`config.mk`:
```
export PLATFORM = sky130hd
export DESIGN_NAME = ram_port_arbiter
export DESIGN_NICKNAME = d
export VERILOG_FILES = /design/src/rtl/ram_port_arbiter_pkg.sv /design/src/rtl/ram_port_arbiter_rr_arbiter2.sv /design/src/rtl/ram_port_arbiter.sv
export SDC_FILE = /design/constraint.sdc
export NUM_CORES = 1
export LEC_CHECK = 0
export BUFFER_PORTS_ARGS = -buffer_cell sky130_fd_sc_hd__clkbuf_2
export CAP_MARGIN = 20
export CELL_PAD_IN_SITES_DETAIL_PLACEMENT = 2
export CELL_PAD_IN_SITES_GLOBAL_PLACEMENT = 2
export CORE_UTILIZATION = 30
export CTS_CLUSTER_SIZE = 16
export DETAILED_ROUTE_END_ITERATION = 10
export GPL_ROUTABILITY_DRIVEN = 0
export GPL_TIMING_DRIVEN = 0
export HOLD_SLACK_MARGIN = 0.02
export PLACE_DENSITY = 0.88
export SLEW_MARGIN = 5
export SYNTH_ARGS = -nofsm -noshare
export SYNTH_HDL_FRONTEND = slang
export SYNTH_HIERARCHICAL = 1
export SYNTH_SLANG_ARGS = --single-unit
```
`constraint.sdc`:
```
create_clock -name clk -period 8.7 [get_ports clk]
set_clock_uncertainty 0.05 [all_clocks]
set_input_delay 0.435 -clock clk [delete_from_list [all_inputs] [get_ports clk]]
set_output_delay 0.435 -clock clk [all_outputs]
set_load 0.02 [all_outputs]
```
`src/rtl/ram_port_arbiter_pkg.sv`:
```
// Shared encodings and defaults for the two-requester basic_ram port arbiter.
package ram_port_arbiter_pkg;

    typedef enum logic {
        ST_IDLE   = 1'b0,
        ST_ACCESS = 1'b1
    } arb_state_t;

    localparam logic OWN_M0      = 1'b0;
    localparam logic OWN_M1      = 1'b1;
    localparam int   DEF_TIMEOUT = 15;

    // Width able to hold 0..timeout inclusive.
    function automatic int cnt_width(input int timeout);
        return $clog2(timeout + 1);
    endfunction

endpackage

```
`src/rtl/ram_port_arbiter_rr_arbiter2.sv`:
```
// Two-way combinational pick: round-robin against last_owner, or m0-first when fixed_pri is set.
module rr_arbiter2
    import ram_port_arbiter_pkg::*;
(
    input  logic [1:0] i_req,
    input  logic       i_last_owner,
    input  logic       i_fixed_pri,
    output logic       o_grant,
    output logic       o_valid
);

    // Winner selection; only a tie consults the priority policy.
    always_comb begin
        o_valid = |i_req;
        o_grant = OWN_M0;
        case (i_req)
            2'b01:   o_grant = OWN_M0;
            2'b10:   o_grant = OWN_M1;
            2'b11:   o_grant = i_fixed_pri ? OWN_M0 : ~i_last_owner;
            default: o_grant = OWN_M0;
        endcase
    end

endmodule

```
`src/rtl/ram_port_arbiter.sv`:
```
// Shares one basic_ram port between m0 (loader/DMA) and m1 (core): arbitrates per access,
// holds the winner's command on the RAM until mem_done or timeout, then pulses ack/err.
module ram_port_arbiter
    import ram_port_arbiter_pkg::*;
#(
    parameter int ADDR_W    = 32,
    parameter int DATA_W    = 32,
    parameter int TIMEOUT   = DEF_TIMEOUT,
    parameter int FIXED_PRI = 0
) (
    input  logic              clk,
    input  logic              rst,
    input  logic              m0_req,
    input  logic              m0_we,
    input  logic [ADDR_W-1:0] m0_addr,
    input  logic [DATA_W-1:0] m0_wdata,
    output logic [DATA_W-1:0] m0_rdata,
    output logic              m0_ack,
    output logic              m0_err,
    input  logic              m1_req,
    input  logic              m1_we,
    input  logic [ADDR_W-1:0] m1_addr,
    input  logic [DATA_W-1:0] m1_wdata,
    output logic [DATA_W-1:0] m1_rdata,
    output logic              m1_ack,
    output logic              m1_err,
    output logic [ADDR_W-1:0] ram_addr,
    output logic [DATA_W-1:0] ram_d_in,
    input  logic [DATA_W-1:0] ram_d_out,
    output logic              ram_cs,
    output logic              ram_we,
    output logic              ram_oe,
    input  logic              ram_mem_done,
    output logic              busy,
    output logic              owner
);

    localparam int               CNT_W       = cnt_width(TIMEOUT);
    localparam logic [CNT_W-1:0] CNT_LIMIT   = CNT_W'(TIMEOUT);
    localparam logic             FIXED_PRI_L = (FIXED_PRI != 0);

    arb_state_t          r_state;
    logic [CNT_W-1:0]    r_cnt;
    logic                r_last_owner;
    logic                r_owner;
    logic                r_we;
    logic [ADDR_W-1:0]   r_addr;
    logic [DATA_W-1:0]   r_wdata;
    logic                r_cs;
    logic                r_ram_we;
    logic                r_ram_oe;
    logic                r_busy;
    logic [1:0]          r_ack;
    logic [1:0]          r_err;
    logic [DATA_W-1:0]   r_rdata0;
    logic [DATA_W-1:0]   r_rdata1;

    arb_state_t          w_state;
    logic [CNT_W-1:0]    w_cnt;
    logic [CNT_W-1:0]    w_cnt_inc;
    logic                w_last_owner;
    logic                w_owner;
    logic                w_we;
    logic [ADDR_W-1:0]   w_addr;
    logic [DATA_W-1:0]   w_wdata;
    logic                w_cs;
    logic                w_ram_we;
    logic                w_ram_oe;
    logic                w_busy;
    logic [1:0]          w_ack;
    logic [1:0]          w_err;
    logic [DATA_W-1:0]   w_rdata0;
    logic [DATA_W-1:0]   w_rdata1;
    logic                w_grant;
    logic                w_grant_valid;
    logic                w_sel_we;
    logic [ADDR_W-1:0]   w_sel_addr;
    logic [DATA_W-1:0]   w_sel_wdata;

    rr_arbiter2 u_arb (
        .i_req        ({m1_req, m0_req}),
        .i_last_owner (r_last_owner),
        .i_fixed_pri  (FIXED_PRI_L),
        .o_grant      (w_grant),
        .o_valid      (w_grant_valid)
    );

    assign w_cnt_inc = r_cnt + CNT_W'(1);

    // Command of the port that wins arbitration this cycle.
    always_comb begin
        if (w_grant == OWN_M1) begin
            w_sel_we    = m1_we;
            w_sel_addr  = m1_addr;
            w_sel_wdata = m1_wdata;
        end else begin
            w_sel_we    = m0_we;
            w_sel_addr  = m0_addr;
            w_sel_wdata = m0_wdata;
        end
    end

    // Next-state and next-output logic; RAM strobes are computed one cycle ahead so they are flopped.
    always_comb begin
        w_state      = r_state;
        w_cnt        = r_cnt;
        w_last_owner = r_last_owner;
        w_owner      = r_owner;
        w_we         = r_we;
        w_addr       = r_addr;
        w_wdata      = r_wdata;
        w_cs         = 1'b0;
        w_ram_we     = 1'b0;
        w_ram_oe     = 1'b0;
        w_busy       = 1'b0;
        w_ack        = 2'b00;
        w_err        = 2'b00;
        w_rdata0     = r_rdata0;
        w_rdata1     = r_rdata1;
        case (r_state)
            ST_IDLE: begin
                if (w_grant_valid) begin
                    w_state  = ST_ACCESS;
                    w_cnt    = {CNT_W{1'b0}};
                    w_owner  = w_grant;
                    w_we     = w_sel_we;
                    w_addr   = w_sel_addr;
                    w_wdata  = w_sel_wdata;
                    w_cs     = 1'b1;
                    w_ram_we = w_sel_we;
                    w_ram_oe = ~w_sel_we;
                    w_busy   = 1'b1;
                end else begin
                    w_state = ST_IDLE;
                end
            end
            ST_ACCESS: begin
                if (ram_mem_done) begin
                    w_state          = ST_IDLE;
                    w_last_owner     = r_owner;
                    w_ack[r_owner]   = 1'b1;
                    if (r_we) begin
                        w_rdata0 = r_rdata0;
                        w_rdata1 = r_rdata1;
                    end else if (r_owner == OWN_M1) begin
                        w_rdata1 = ram_d_out;
                    end else begin
                        w_rdata0 = ram_d_out;
                    end
                end else if (w_cnt_inc == CNT_LIMIT) begin
                    w_state        = ST_IDLE;
                    w_last_owner   = r_owner;
                    w_err[r_owner] = 1'b1;
                end else begin
                    w_cnt    = w_cnt_inc;
                    w_cs     = 1'b1;
                    w_ram_we = r_we;
                    w_ram_oe = ~r_we;
                    w_busy   = 1'b1;
                end
            end
            default: begin
                w_state = ST_IDLE;
            end
        endcase
    end

    // State and output registers; reset leaves m1 as last owner so m0 wins the first tie.
    always_ff @(posedge clk or posedge rst) begin
        if (rst) begin
            r_state      <= ST_IDLE;
            r_cnt        <= {CNT_W{1'b0}};
            r_last_owner <= OWN_M1;
            r_owner      <= OWN_M0;
            r_we         <= 1'b0;
            r_addr       <= {ADDR_W{1'b0}};
            r_wdata      <= {DATA_W{1'b0}};
            r_cs         <= 1'b0;
            r_ram_we     <= 1'b0;
            r_ram_oe     <= 1'b0;
            r_busy       <= 1'b0;
            r_ack        <= 2'b00;
            r_err        <= 2'b00;
            r_rdata0     <= {DATA_W{1'b0}};
            r_rdata1     <= {DATA_W{1'b0}};
        end else begin
            r_state      <= w_state;
            r_cnt        <= w_cnt;
            r_last_owner <= w_last_owner;
            r_owner      <= w_owner;
            r_we         <= w_we;
            r_addr       <= w_addr;
            r_wdata      <= w_wdata;
            r_cs         <= w_cs;
            r_ram_we     <= w_ram_we;
            r_ram_oe     <= w_ram_oe;
            r_busy       <= w_busy;
            r_ack        <= w_ack;
            r_err        <= w_err;
            r_rdata0     <= w_rdata0;
            r_rdata1     <= w_rdata1;
        end
    end

    assign m0_rdata = r_rdata0;
    assign m1_rdata = r_rdata1;
    assign m0_ack   = r_ack[0];
    assign m1_ack   = r_ack[1];
    assign m0_err   = r_err[0];
    assign m1_err   = r_err[1];
    assign ram_addr = r_addr;
    assign ram_d_in = r_wdata;
    assign ram_cs   = r_cs;
    assign ram_we   = r_ram_we;
    assign ram_oe   = r_ram_oe;
    assign busy     = r_busy;
    assign owner    = r_owner;

endmodule

```
==> results of run 1 <==
==> registers in the layout (all words and copies together), names as in the netlist, 2 cells and up <==
register  flops
m0_rdata     32
m1_rdata     32
ram_addr     32
ram_d_in     32
r_cnt         4
r_ack         2
r_err         2
==> per-layer routing <==
layer / part of all wire / global-route usage
met1: 0.37 / 0.229
met2: 0.52 / 0.389
met4: 0.018 / 0.0693
met3: 0.093 / 0.0821
met5: 0 / 0
==> power groups by stage <==
stage | combinational (W) | clock [W] | sequential [W]
after floorplan | 0.000385 | 0 | 0.00144
after CTS | 0.00125 | 0.000720 | 0.00114
after global placement | 0.00117 | 0 | 0.00111
after global routing | 0.00132 | 0.000748 | 0.00117
final | 0.00123 | 0.000702 | 0.00113
after detailed placement | 0.00124 | 0 | 0.00115
==> worst min path at each step <==
| stage | from | to | slack (ns) | cells past startpoint |
|---|---|---|---|---|
| 6_report | rst | ram_d_in[10] | 0.14 | 2 |
| 5_1_grt | rst | ram_d_in[10] | 0.20 | 2 |
| 4_1_cts | rst | ram_d_in[10] | 0.17 | 2 |
| 3_5_place_dp | ram_addr[14] | ram_addr[14] | 0.42 | 2 |
| 3_3_place_gp | ram_addr[16] | ram_addr[16] | 0.41 | 2 |
| 2_1_floorplan | r_cnt[0] | r_cnt[0] | 0.46 | 1 |
==> synthesized netlist by cell type (all sizes together) (2+ instances only) <==
master and n:
o21ai 65, nand2 75, inv 5, clkbuf 8
nor3b 2, and2 2, ha 2, a21oi 2
xor2 2, mux2i 68, buf 22, nand2b 2
nor2 3, mux2 65, dfrtp 141, nor3 2
nor2b 2, nand3 2
==> through the flow <==
stage / hold slack, ns / instances / utilization
after global routing: 0.197 / 1081 / 0.434
after global placement: 0.411 / 1049 / 0.404
after CTS: 0.175 / 1081 / 0.434
after floorplan: 0.460 / 481 / -
final: 0.139 / 1081 / 0.434
after detailed placement: 0.422 / 1050 / 0.406
==> cell type report <==
type                    count  share of cell area
flip-flops and latches    142               0.416
inverters                   5             0.00278
clock inverters            12              0.0132
plain buffers              30              0.0210
repair buffers            304               0.181
well taps                 265              0.0388
multi-input cells         304               0.274
clock buffers              19              0.0531
==> logic make-up after synthesis <==
kind of cell / count (synthesis)
flip-flops: 142
AO/OA/AOI/OAI: 73
multiplexers: 133
other: 1
XOR/XNOR: 2
buffers and inverters: 35
AND/OR/NAND/NOR: 93
adder cells (fa/ha/maj): 2
==> impl_metrics.yaml, run 1 <==
outcome:
  outcome: "finished, final reports clean"
floorplanning:
  die_w_um: 144
  pin_count: 304
  dieArea_um2: 20900
  start_util: 0.310
  core_um2: 19700
  num_rows: 51
  fp.dieH_um: 144
synthesis:
  synth_mux_area_frac: 0.245
  synth-seq-cells: 142
  synthFlopType: "dfrtp_1"
  ys_warn_count: 6
  syn_nets: 650
  synth_area_per_cell_um2: 12.7
  synth-simple-area-share: 0.0647
  synth_compound_area_frac: 0.0661
  synth_xor_xnor_area_share: 0.00288
  synth_top_family_by_area: "multiplexers"
  ys_types: 36
  ys_async_sr_fraction: 1.00
  synth_area_leader_cell: "dfrtp_1"
  yosysSeqAreaShare: 0.584
  synth_top_area_frac: 0.579
  synth_edf_count: 0
  ys_top_cells_by_area: "dfrtp_1, mux2i_1, mux2_2"
  synthCells: 481
  synth_fa_ha_area_frac: 0.00411
  syn_area_um2: 6090
grt:
  grt_antenna_before_repair: 0
  grt_use_total: 0.215
  grt_pass1_wl_mm: 32.8
  grt.overflow.total: 0
  grt_max_degree: 91
  grt_pass1_vias: 5524
setup_path:
  critPathMaxFanout: 10
  crit_family: "buffers and inverters"
  cp-endpoint: "ram_d_in[4]"
  end_kind: "register"
  r2r-start: "r_last_owner"
  crit_buf_inv: 3
  rr_worst_depth: 7
  crit_slowest_cell: "buf_2"
  startpoint_type: "register"
  rr_endpoint: "ram_d_in[4]"
  critical-path-max-stage-delay_ns: 0.40
  criticalPathCategory: "reg -> reg"
  required_ns: 8.91
  cp_num_cells: 7
  path_cells: "o21ai_1 > and2_1 > clkbuf_1 > buf_2 > buf_4 > mux2i_1 > o21ai_0"
  setup.worst_path.start: "r_last_owner"
  arrival_ns: 2.34
  rrSetupSlack_ns: 6.57
layout:
  nFillCells: 2107
  layout_commonest_cell: "clkbuf_2"
  finalNetCount: 973
  num_antenna_cells: 0
  multiInputGateArea_um2: 2340
  seqCellArea_um2: 3550
  final_cell_mix: "clkbuf_2, dfrtp_1, nand2_1"
  area_delta_synth_final_pct: 40.2
  design_area_um2: 8540
  drive_above_1_share: 0.511
sta:
  final-hold-violation-count: 0
  min_period_over_period: 0.244
  tightest_slew_ns: 0.840
  finalSetupViolCount: 0
  finalCriticalPeriod_ns: 2.13
  slew_headroom: 0.440
  fin_ws_ns: 6.57
  rsz0062_at_grt: "no"
  timing.fmax_ghz: 0.470
  slew_viol_final: 0
  setup_tns_ns: 0
hold_path:
  hold_path.class: "in -> async"
drt:
  routed-via-count: 5074
  drt_iter0_drc: 105
  finalWirelength_mm: 22.1
  dr.pass1.iters: 4
  detail-route-antenna-nets: 0
  vias_per_cell: 4.69
  wire_per_inst_um: 20.4
  drc: 0
power:
  pwr-share-seq: 0.370
  intPower_w: 0.00181
  p_sw_frac: 0.410
  pwr-share-comb: 0.400
  peakVddDrop_mv: 0.120
  p_switching_w: 0.00126
  power_density_nw_per_um2: 359
  p_clk_frac: 0.229
  report.power.total_w: 0.00306
  p_leak_nw: 4.46
clock_tree:
  cts_buffer_depth: 2
  ctsResizeCount: 0
  cts_tree: "done"
  post_cts_buffers: 0
  numClockSinks: 142
  numCtsBuffers: 17
  hold_buffers: 0
  path_clk_slew_ns: 0.06
  worstSkewPairLatency_ns: 0.42
  cts_max_level: 4
  cts_root_buf: "clkbuf_16"
place:
  pre_cts_ws_ns: 6.44
  placed_area_um2: 7970
  hpwl_mm: 17.6
  io_buffers: 303
job:
  cap_violations: 0
No activity file was read; power rests on OpenSTA's default activity.
==> run 2: changes to the inputs <==
CORE_UTILIZATION = 28   (was 30)
PLACE_DENSITY = 0.83   (was 0.88)
clock period = 2 ns   (was 8.7 ns; I/O delays follow)
==> run 2 against run 1 <==
Against the previous run: non-clock buffer count rose by 166; design area rose by 20%; register-to-register slack got worse by 6.5 ns; wire length rose by 33%; first-iteration DRC count fell by 12%; critical path type unchanged; global-route usage rose by 5.2 points; fmax rose by 12%; clock-buffer cell count fell by 1.
==> impl_metrics.yaml, run 2 (same netlist as run 1, synthesis figures left out) <==
outcome:
  outcome: "finished, final reports clean"
sta:
  slew_viol_final: 0
  final-hold-violation-count: 0
  min_period_over_period: 0.949
  tightest_slew_ns: 0.537
  finalSetupViolCount: 0
  rsz0062_at_grt: "no"
  setup_tns_ns: 0
  timing.fmax_ghz: 0.527
  slew_headroom: 0.642
  finalCriticalPeriod_ns: 1.90
setup_path:
  rr_endpoint: "ram_d_in[7]"
  required_ns: 2.21
  rr_worst_depth: 7
  crit_family: "buffers and inverters"
  startpoint_type: "register"
  worst_path_most_repeated_cell: "buf_6"
  r2r-start: "r_last_owner"
  end_kind: "register"
  criticalPathCategory: "reg -> reg"
  crit_buf_inv: 3
  rrSetupSlack_ns: 0.10
  crit_slowest_cell: "dfstp_2"
  arrival_ns: 2.11
  critPathMaxFanout: 10
  path_cells: "o21ai_1 > and2_1 > clkbuf_1 > buf_6 > buf_6 > mux2i_2 > o21ai_0"
  critical-path-max-stage-delay_ns: 0.37
drt:
  wire_per_inst_um: 23.3
  drc: 0
  vias_per_cell: 4.66
  finalWirelength_mm: 29.4
  dr.pass1.iters: 4
  detail-route-antenna-nets: 0
  drt_iter0_drc: 92
  routed-via-count: 5880
floorplanning:
  core_um2: 21200
  dieArea_um2: 22300
  pin_count: 304
  fp.dieH_um: 149
  die_w_um: 149
  num_rows: 53
  start_util: 0.288
grt:
  grtUsageMet2: 0.491
  grt_pass1_wl_mm: 43.7
  grt_max_degree: 37
  grt_antenna_before_repair: 4
  met1_usage: 0.282
  grt.overflow.total: 0
  grt_use_total: 0.267
  grt.busiest_layer: "met2"
  grt_pass1_vias: 7087
  grt_util_met3: 0.0774
clock_tree:
  worstSkewPairLatency_ns: 0.41
  cts_root_buf: "clkbuf_16"
  path_clk_slew_ns: 0.06
  cts_buffer_depth: 2
  cts_max_level: 4
  cts_tree: "done"
  post_cts_buffers: 0
  numClockSinks: 142
  numCtsBuffers: 17
place:
  io_buffers: 303
  hpwl_mm: 17.2
  placed_area_um2: 8040
layout:
  area_delta_synth_final_pct: 68.8
  design_area_um2: 10300
  finalNetCount: 1139
  final_cell_mix: "clkbuf_2, dlygate4sd3_1, dfrtp_1"
  layout_commonest_cell: "clkbuf_2"
  nFillCells: 2125
  drive_above_1_share: 0.430
hold_path:
  hold_start: "m1_we"
  hold_path_depth: 3
  hold_path.class: "in -> reg"
  hold-path-endpoint: "ram_we"
power:
  p_leak_nw: 5.16
  peakVddDrop_mv: 0.471
  power_density_nw_per_um2: 1360
job:
  cap_violations: 0
[run 2: cell types whose count changed in the layout (fill, tap and decap cells not counted), sizes merged]
cell / previous run / this run
clkbuf: 330 / 331
clkinvlp: 2 / 6
dlygate4sd3: 0 / 163
clkinv: 7 / 0
inv: 7 / 12
diode: 0 / 4
buf: 23 / 24
[run 2: how the worst max path moves through the flow]
stage	from	endpoint	slack (ns)	depth (start not counted)
detailed placement	r_last_owner	ram_d_in[7]	-0.09	7
global route	r_last_owner	ram_addr[5]	0.03	7
finish	r_last_owner	ram_d_in[7]	0.10	7
global placement	rst	ram_d_in[19]	-0.97	2
floorplan	rst	busy	0.07	1
CTS	busy	ram_d_in[4]	0.02	6
[run 2: cell type report]
type / count / area [um2] / area share
clock buffers: 18 / 439 / 0.0427
multi-input cells: 304 / 2340 / 0.228
diodes: 4 / 10.0 / 0.000974
flip-flops and latches: 142 / 3560 / 0.346
clock inverters: 14 / 145 / 0.0141
well taps: 275 / 344 / 0.0335
plain buffers: 30 / 194 / 0.0189
inverters: 5 / 22.5 / 0.00219
repair buffers: 470 / 3230 / 0.314
[run 2: layer usage]
metal,up-vias,share of wire
met2,275,0.53
met3,57,0.072
li1,2641,-
met1,2907,0.37
met4,0,0.032
met5,-,0
[run 2: worst reg2reg max path, stage by stage, from the launching register on]
cell and delay (ns):
dfstp_2 0.37, o21ai_1 0.10, and2_1 0.13, clkbuf_1 0.17, buf_6 0.22, buf_6 0.24
mux2i_2 0.30, o21ai_0 0.16
[run 2: power by group]
group | total [W] | switching [W] | internal (W)
logic | 0.00579 | 0.00359 | 0.00220
clock network | 0.00320 | 0.00141 | 0.00179
registers | 0.00503 | 0.000918 | 0.00411
total | 0.0140 | 0.00591 | 0.00810
[run 2: timing repair]
action / in CTS / in global routing
gates resized for setup: 1 / 6
hold buffers: 163 / 0
endpoints found under the hold margin: 214 / 0
endpoints found under the setup margin: 14 / 26
[run 2: through the flow]
step / worst slack [ns] / util / power [W] / hold WS (ns) / cells
6_report: 0.101 / 0.486 / 0.0140 / 0.0286 / 1262
5_1_grt: 0.0270 / 0.486 / 0.0147 / 0.0529 / 1262
4_1_cts: 0.0230 / 0.485 / 0.0138 / 0.0204 / 1258
3_5_place_dp: -0.0906 / 0.380 / 0.0103 / 0.0757 / 1063
3_3_place_gp: -0.973 / 0.376 / 0.00991 / 0.282 / 1059
2_1_floorplan: 0.0737 / - / 0.00793 / 0.182 / 481
==> run 3: changes to the inputs <==
CELL_PAD_IN_SITES_DETAIL_PLACEMENT = 0   (was 2)
CELL_PAD_IN_SITES_GLOBAL_PLACEMENT = 1   (was 2)
CORE_UTILIZATION = 35   (was 28)
PLACE_DENSITY = 0.84   (was 0.83)
RECOVER_POWER = 25   (was unset)
==> run 3 against run 2 <==
Against the previous run: setup slack gained 0.016 ns; core utilization rose by 12 points; sequential power down 4.4%; clock power down 11%; critical path depth unchanged.
==> impl_metrics.yaml, run 3 (same netlist as run 1, synthesis figures left out) <==
outcome:
  outcome: "finished, final reports clean"
floorplanning:
  core_um2: 16800
  num_rows: 47
  start_util: 0.363
  dieArea_um2: 17900
  pin_count: 304
  fp.dieH_um: 134
  die_w_um: 134
layout:
  num_antenna_cells: 0
  drive_above_1_share: 0.427
  finalNetCount: 1137
  nFillCells: 1348
  area_delta_synth_final_pct: 65.5
  final_cell_mix: "clkbuf_2, dlygate4sd3_1, dfrtp_1"
  layout_commonest_cell: "clkbuf_2"
hold_path:
  hold_start: "m1_wdata[0]"
  hold_path.class: "in -> reg"
sta:
  setup_tns_ns: 0
  rsz0062_at_grt: "no"
  slew_viol_final: 0
  slew_headroom: 0.356
  finalCriticalPeriod_ns: 1.88
  tightest_slew_ns: 0.966
  timing.fmax_ghz: 0.531
  final-hold-violation-count: 0
  hold_ws_ns: 0.0380
  min_period_over_period: 0.941
  finalSetupViolCount: 0
setup_path:
  startpoint_type: "register"
  setup.worst_path.start: "r_last_owner"
  criticalPathCategory: "reg -> reg"
  path_cells: "o21ai_1 > and2_1 > clkbuf_1 > buf_4 > buf_6 > mux2i_1 > o21ai_0"
  arrival_ns: 2.11
  crit_family: "buffers and inverters"
  rrSetupSlack_ns: 0.12
  end_kind: "register"
  required_ns: 2.22
  critPathMaxFanout: 10
  crit_slowest_cell: "dfstp_2"
  crit_buf_inv: 3
  critical-path-max-stage-delay_ns: 0.37
  r2r-start: "r_last_owner"
place:
  hpwl_mm: 13.1
  io_buffers: 303
drt:
  detail-route-antenna-nets: 0
  drt_iter0_drc: 205
  wire_per_inst_um: 17.0
  finalWirelength_mm: 20.4
  vias_per_cell: 4.71
  dr.pass1.iters: 4
  drc: 0
  routed-via-count: 5662
grt:
  grt_pass1_vias: 6015
  grt_use_total: 0.233
  grt.overflow.total: 0
  grtUsageMet2: 0.393
  grt_util_met3: 0.0552
  grt.busiest_layer: "met2"
  grt_antenna_before_repair: 0
  grt_max_degree: 42
  met1_usage: 0.277
  grt_pass1_wl_mm: 31.9
power:
  power_density_nw_per_um2: 1290
  p_leak_nw: 5.11
  peakVddDrop_mv: 0.701
clock_tree:
  numCtsBuffers: 17
  cts_tree: "done"
  path_clk_slew_ns: 0.06
  worstSkewPairLatency_ns: 0.41
  cts_root_buf: "clkbuf_16"
  numClockSinks: 142
  cts_max_level: 4
  post_cts_buffers: 0
  cts_buffer_depth: 2
job:
  cap_violations: 0
## run 3: changes by cell type in the layout (fill, tap and decap cells not counted), sizes merged
cell         previous run  this run
bufinv                  1         0
clkbuf                331       334
clkinv                  0         6
clkinvlp                6         4
diode                   4         0
dlygate4sd3           163       161
inv                    12         6
## run 3: report_power, final
part / switching (W) / internal (W) / leakage [nW] / total, W
registers: 0.000704 / 0.00411 / 1.74 / 0.00481
clock network: 0.00124 / 0.00163 / 0.254 / 0.00286
logic: 0.00319 / 0.00218 / 3.12 / 0.00537
## run 3: path summary, 6_finish.rpt
check / depth (start not counted) / to
max: 7 / ram_d_in[0]
min: 3 / ram_d_in[0]
max reg2reg: 7 / ram_d_in[0]
min reg2reg: 2 / ram_addr[7]
max in group asynchronous: 5 / ram_d_in[6]
min in group asynchronous: 3 / r_err[1]
## run 3: layout make-up
class / count / area [um2] / share of cell area
clock buffer: 21 / 450 / 0.0447
inverter: 5 / 20.0 / 0.00199
tap: 220 / 275 / 0.0273
sequential: 142 / 3550 / 0.353
buffer: 30 / 185 / 0.0184
clock inverter: 11 / 85.1 / 0.00844
multi-input combinational: 304 / 2340 / 0.232
timing repair buffer: 468 / 3170 / 0.314
## run 3: stage by stage
step / cell area [um2] / total power [W] / worst slack [ns] / std cells / utilization
floorplan: 6090 / 0.00793 / 0.0737 / 481 / -
global placement: 7890 / 0.00985 / -0.869 / 1004 / 0.471
detailed placement: 7970 / 0.00997 / -0.0904 / 1008 / 0.475
CTS: 10100 / 0.0131 / 0.0313 / 1201 / 0.604
global route: 10100 / 0.0138 / 0.00144 / 1201 / 0.602
finish: 10100 / 0.0130 / 0.117 / 1201 / 0.602
## run 3: worst min-delay path, cell delays in order
cell	delay (ns)
clkbuf_2	0.07
mux2i_1	0.12
o21ai_0	0.16
## run 3: repair_timing
| action | in CTS | in global routing |
|---|---|---|
| endpoints found under the setup margin | 2 | 2 |
| hold endpoints to repair | 213 | 0 |
| gates resized for setup | 2 | 1 |
| hold buffers | 161 | 0 |
## run 3: routing by layer
metal	share of wire	vias up
met1	0.41	2671
met3	0.073	56
li1	-	2639
met5	0	-
met2	0.49	296
met4	0.036	0
